## src/rtl/glb_psum_gather.sv

```systemverilog
// glb_psum_gather: round-robin gather of PE column psums into one tagged output stream
// with FIFO buffering and per-pass word counting.
module glb_psum_gather #(
    parameter int DATA_WIDTH = 16,
    parameter int NUM_COL    = 8,
    parameter int FIFO_DEPTH = 8,
    parameter int CNT_WIDTH  = 16
) (
    input  logic                          clk,
    input  logic                          rstn,
    input  logic                          flush,
    input  logic [NUM_COL-1:0]            col_en,
    input  logic                          start,
    input  logic [CNT_WIDTH-1:0]          psum_total,
    input  logic [NUM_COL-1:0]            pe_valid,
    input  logic [NUM_COL*DATA_WIDTH-1:0] pe_data,
    output logic [NUM_COL-1:0]            pe_ready,
    output logic                          out_valid,
    input  logic                          out_ready,
    output logic [DATA_WIDTH-1:0]         out_data,
    output logic [$clog2(NUM_COL)-1:0]    out_col,
    output logic                          busy,
    output logic                          done
);
    localparam int CW = $clog2(NUM_COL);
    localparam int AW = $clog2(FIFO_DEPTH);
    localparam int EW = CW + DATA_WIDTH;

    typedef enum logic {IDLE, RUN} state_t;

    state_t               state, state_nx;
    logic [EW-1:0]        mem [FIFO_DEPTH];
    logic [EW-1:0]        head;
    logic [AW-1:0]        wr_ptr, rd_ptr;
    logic [AW:0]          count;
    logic [CNT_WIDTH-1:0] total, acc_cnt, out_cnt;
    logic [CW-1:0]        rr, win;
    logic [NUM_COL-1:0]   cand;
    logic                 found, can_grant, push, pop, last_pop, done_nx;

    assign cand      = pe_valid & col_en;
    assign can_grant = (state == RUN) && !flush && (count < (AW+1)'(FIFO_DEPTH)) && (acc_cnt < total);
    assign push      = found && can_grant;
    assign pe_ready  = push ? NUM_COL'(1) << win : '0;
    assign out_valid = count != '0;
    assign pop       = out_valid && out_ready;
    assign head      = mem[rd_ptr];
    assign out_data  = out_valid ? head[DATA_WIDTH-1:0] : '0;
    assign out_col   = out_valid ? head[EW-1 -: CW] : '0;
    assign busy      = state == RUN;
    assign last_pop  = (state == RUN) && pop && (out_cnt == total - CNT_WIDTH'(1));

    // first enabled, valid column at or above the rr pointer, wrapping
    always_comb begin
        found = 1'b0;
        win   = '0;
        for (int k = 0; k < NUM_COL; k++) begin
            if (!found && cand[(int'(rr) + k) % NUM_COL]) begin
                found = 1'b1;
                win   = CW'((int'(rr) + k) % NUM_COL);
            end
        end
    end

    always_comb begin
        state_nx = state;
        done_nx  = 1'b0;
        if (flush) begin
            state_nx = IDLE;
        end else if (state == IDLE && start) begin
            state_nx = (psum_total != '0) ? RUN : IDLE;
            done_nx  = psum_total == '0;
        end else if (last_pop) begin
            state_nx = IDLE;
            done_nx  = 1'b1;
        end
    end

    always_ff @(posedge clk or negedge rstn) begin
        if (!rstn) begin
            state <= IDLE;
            done  <= 1'b0;
        end else begin
            state <= state_nx;
            done  <= done_nx;
        end
    end

    always_ff @(posedge clk or negedge rstn) begin
        if (!rstn) begin
            wr_ptr  <= '0;
            rd_ptr  <= '0;
            count   <= '0;
            total   <= '0;
            acc_cnt <= '0;
            out_cnt <= '0;
            rr      <= '0;
        end else if (flush) begin
            wr_ptr  <= '0;
            rd_ptr  <= '0;
            count   <= '0;
            total   <= '0;
            acc_cnt <= '0;
            out_cnt <= '0;
            rr      <= '0;
        end else begin
            if (push) begin
                wr_ptr  <= wr_ptr + 1'b1;
                acc_cnt <= acc_cnt + 1'b1;
                rr      <= (win == CW'(NUM_COL - 1)) ? '0 : win + 1'b1;
            end
            if (pop) rd_ptr <= rd_ptr + 1'b1;
            if (pop && state == RUN) out_cnt <= out_cnt + 1'b1;
            count <= count + (AW+1)'(push) - (AW+1)'(pop);
            if (state == IDLE && start) begin
                total   <= psum_total;
                acc_cnt <= '0;
                out_cnt <= '0;
            end
        end
    end

    always_ff @(posedge clk) begin
        if (push) mem[wr_ptr] <= {win, pe_data[win*DATA_WIDTH +: DATA_WIDTH]};
    end
endmodule

```

## config.mk

```make
export PLATFORM = sky130hd
export DESIGN_NAME = glb_psum_gather
export DESIGN_NICKNAME = d
export VERILOG_FILES = /design/src/rtl/glb_psum_gather.sv
export SDC_FILE = /design/constraint.sdc
export NUM_CORES = 1
export LEC_CHECK = 0
export ABC_AREA = 1
export CORE_ASPECT_RATIO = 0.9
export CORE_MARGIN = 5
export CORE_UTILIZATION = 40
export DETAILED_ROUTE_END_ITERATION = 10
export PLACE_DENSITY = 0.65
export SLEW_MARGIN = 5
export SYNTH_ARGS = -nofsm -noshare
export SYNTH_HDL_FRONTEND = slang
export SYNTH_SLANG_ARGS = --single-unit
export TNS_END_PERCENT = 10
```

## constraint.sdc

```tcl
create_clock -name clk -period 3.65 [get_ports clk]
set_input_delay 0.365 -clock clk [delete_from_list [all_inputs] [get_ports clk]]
set_output_delay 0.365 -clock clk [all_outputs]
set_load 0.1 [all_outputs]
```

==> impl.org <==
** Worst setup path
- Tracing the worst setup path back leads to its startpoint at rr[0].
- For the worst setup path, the data arrival time is 3.20 ns.
- The worst setup path is launched from a flop.
- Crit Path Max Fanout :: 19
- For flop-to-flop paths, the worst setup slack is 0.10 ns.
- Cell count of the worst reg-to-reg path :: 23
- Reg2reg start :: rr[0]
- Data required, critical path :: 3.28 ns
- Crit end category :: output pin
- The endpoint identified for the worst register-to-register timing path is mem[0][17].
- Category of the critical setup timing path :: reg2out

** STA
- Max Clock Freq :: 0.280 GHz
- Worst Tran Pin Value :: approximately 1.0 ns
- After routing, the total negative slack on setup checks comes to 0 ns.
- Final setup vio count :: 0
- Setup repair after global routing missed its margin :: true
- Number of hold violations in the final report :: 0
- The total count of max-transition violations in the final report came to 0.
- Final period demand of the worst path :: 3.57 ns
- The final critical path takes up a little over nine tenths of the cycle.
- The clock arrives with 0.0147 ns of skew.
- Headroom to the max-slew limit :: a little under a third

** Route
- In this run, the number of DRC markers left after iteration 0 of detailed routing was 774.
- Routed wl met2 :: 16.4 mm
- The final route contains 10484 vias.
- In the routed layout, each cell is associated on average with a via count of 5.27.
- In the final routed layout, each cell accounts on average for between 15 and 20 microns.
- After detailed routing, the wire length on met1 is 15.1 mm.
- For this run, design rule violations remaining after detail routing come to 0.
- In the detailed route, the total length drawn on met3 is 2.44 mm.
- Post-route antenna net violation count :: 0
- Routed WL :: 34.8 mm
- The first detailed-routing pass took 6 iterations.
- Max layer used :: met4

** Floorplanning
- In this run the standard cell core region covers 0.0298 sq mm.
- Top-level port count :: 195
- Once the floorplan was initialized, standard cells occupied 40.3% of the core.
- Row generation in the floorplan step produced 60 rows.
- Die Height :: 174 microns
- Measured along the x axis, the die boundary spans 193 microns.
- Die Outline Area :: 0.0336 sq mm

** Yosys
- The synthesized design devotes to its leading area cell type 38.0% of total area.
- Number of distinct standard cells referenced by the synthesized netlist :: 42
- Share of flip-flops with an asynchronous set or reset :: 29.3%
- Sequential cells were found to cover between 50% and 60% of the synthesized design area.
- Main flop type after synthesis :: edfxtp_1
- Area of the mapped netlist :: approximately 0.012 sq mm
- After synthesis, the cell types taking the most area are edfxtp_1 (38%), dfrtp_1 (13%), nand3_1 (10%).
- Counting flops with a built-in enable in the synthesized netlist gives 152.
- Synthesis produced 1364 cells.
- Total of warnings raised by yosys :: 0
- The number of nets handed over by synthesis was between 1500 and 2000.
- Synthesis inferred 215 register bits.
- edfxtp_1 takes more of the synthesized area than any other cell.
- Synthesized area divided by synthesized cell count :: 8.81 sq um

** Final layout
- After the last flow step, the layout net total stands at 1772.
- Commonest cells after routing, fill and taps aside :: nand3_1 (237), nand2_1 (190), clkdlybuf4s50_1 (165)
- Number of fill cells in the layout :: 2654
- 0 antenna diodes ended up in the layout.
- Measured on the finished design, the core utilization comes to a little over half.
- The finished cells cover 0.0159 sq mm.
- The post-route netlist has 12.3% of its cells at a drive strength greater than 1.
- Compared with the post-synthesis result, the final layout area differs by 32.0%.
- The library cell used most frequently in the layout, excluding fill and tap cells, is nand3_1.

** Global routing
- Pin count of the biggest net entering global routing :: 78
- Number of antenna violations at the first check in global routing :: 0
- After global routing the overflow that remains totals 0.
- The number of global-route vias before repair was 10236.
- The first global-routing pass estimated 54.8 mm of wire.
- Tot GR Track Use :: 20.3%

** Clock tree
- Total of hold buffers inserted after clock tree synthesis :: 0
- The clock reaches the later pin of the worst-skew pair after 0.52 ns.
- The root buffer cell chosen for the clock tree is clkbuf_16.
- CTS built an H-tree with a depth of 1.
- Number of buffers created by CTS :: 23
- Max Root-Sink Buffers :: 3
- After clock tree synthesis, the clock-pin slew on the worst setup and hold paths is approximately 0.060 ns.
- TritonCTS sink count :: 215
- TritonCTS built the clock tree.

** Run status
- The flow ran to the end, and the final reports show no timing, DRC or antenna violations.

** Run
- Max Cap Violations :: 0

** Place
- Once detailed placement completed, the half-perimeter wirelength came to 24.3 mm.
- # port buffers :: 194
- At the end of routability-driven placement, the weighted congestion stood at 0.896.
- Instance area after placement :: 0.0148 sq mm

** Hold path
- The worst hold path belongs to the class in2async.
==> sequential cells by signal, indices dropped and copies added (netlist names) <==
register,cells
rr,3
total,16
acc_cnt,16
count,4
busy,1
done,1
rd_ptr,3
out_cnt,16
mem,152
wr_ptr,3
==> area by class of cell <==
cell class | instances | area (sq um) | area share, %
clock inverter | 13 | 159 | 1.00
clock buffer | 26 | 587 | 3.70
timing repair buffer | 262 | 2810 | 17.7
inverter | 95 | 359 | 2.26
tap | 403 | 504 | 3.18
multi-input combinational | 976 | 5300 | 33.4
sequential | 215 | 6140 | 38.7
==> per-stage QoR <==
| step | instances | worst slack (ns) | hold slack [ns] |
|---|---|---|---|
| 3_5_place_dp | 1927 | 0.155 | 0.550 |
| 6_report | 1990 | 0.0831 | 0.0232 |
| 4_1_cts | 1980 | -0.0160 | 0.0561 |
| 3_3_place_gp | 1927 | 0.259 | 0.541 |
| 2_1_floorplan | 1364 | -0.362 | 0.0694 |
| 5_1_grt | 1990 | -0.117 | 0.102 |
==> timing repair <==
| item | 4_1_cts | 5_1_grt |
|---|---|---|
| cloned | 0 | 1 |
| endpoints found under the setup margin | 8 | 24 |
| resized for setup | 7 | 26 |
| pin swaps | 3 | 19 |
| buffers inserted | 14 | 10 |
| endpoints found under the hold margin | 0 | 0 |
==> routing by layer <==
metal / vias to the layer above / GRT usage, %
li1: 5171 / -
met1: 4899 / 27.4
met2: 353 / 32.9
met3: 61 / 4.66
met4: 0 / 5.35
met5: - / 0
==> cells in the mapped netlist (3+ instances only) <==
master	instances
a31oi_1	20
nand2_2	5
ha_1	33
nand2_1	193
nor2_1	168
xnor2_1	8
o21ai_0	135
nor3_1	31
xor2_1	28
o21a_1	3
a21oi_1	35
nand4_1	16
o41ai_1	3
edfxtp_1	152
buf_6	9
clkbuf_1	41
nand3_1	242
inv_2	8
dfrtp_1	63
nand3_2	3
nor4_1	9
nor2_2	3
o22ai_1	21
inv_1	87
buf_2	13
buf_4	15
==> kinds of logic (layout without fill, tap and decap cells) <==
family / count (synthesis) / after routing / share of synthesized area [%]
AND/OR/NAND/NOR: 678 / 678 / 25.4
multiplexers: 1 / 1 / 0.0833
buffers and inverters: 173 / 396 / 6.57
XOR/XNOR: 38 / 38 / 3.08
adder cells (fa/ha/maj): 34 / 34 / 3.60
flip-flops: 215 / 215 / 51.1
AO/OA/AOI/OAI: 225 / 225 / 10.2
==> worst max-delay path, stage by stage, from the launching register on <==
cell and delay, ns:
dfrtp_1 0.41, buf_6 0.13, ha_4 0.16, xor2_4 0.21, inv_2 0.08, nand3_2 0.10, nand2_4 0.07, nor2_4 0.11
nand4_4 0.11, nor2_4 0.18, buf_4 0.14, nand4_1 0.12, nand3_4 0.15, inv_1 0.08, buf_6 0.18, nor3_4 0.25
buf_12 0.20
==> how the worst max path moves through the flow <==
stage / end / slack, ns / depth (start not counted)
after floorplan: pe_ready[0] / -0.36 / 19
after global placement: mem[1][14] / 0.26 / 18
after detailed placement: mem[5][6] / 0.15 / 17
after CTS: pe_ready[6] / -0.02 / 16
after global routing: pe_ready[6] / -0.12 / 16
final: pe_ready[4] / 0.08 / 16
Power is not shown: default switching activity piles up to over one toggle a cycle in this logic, so the estimate is an artifact.
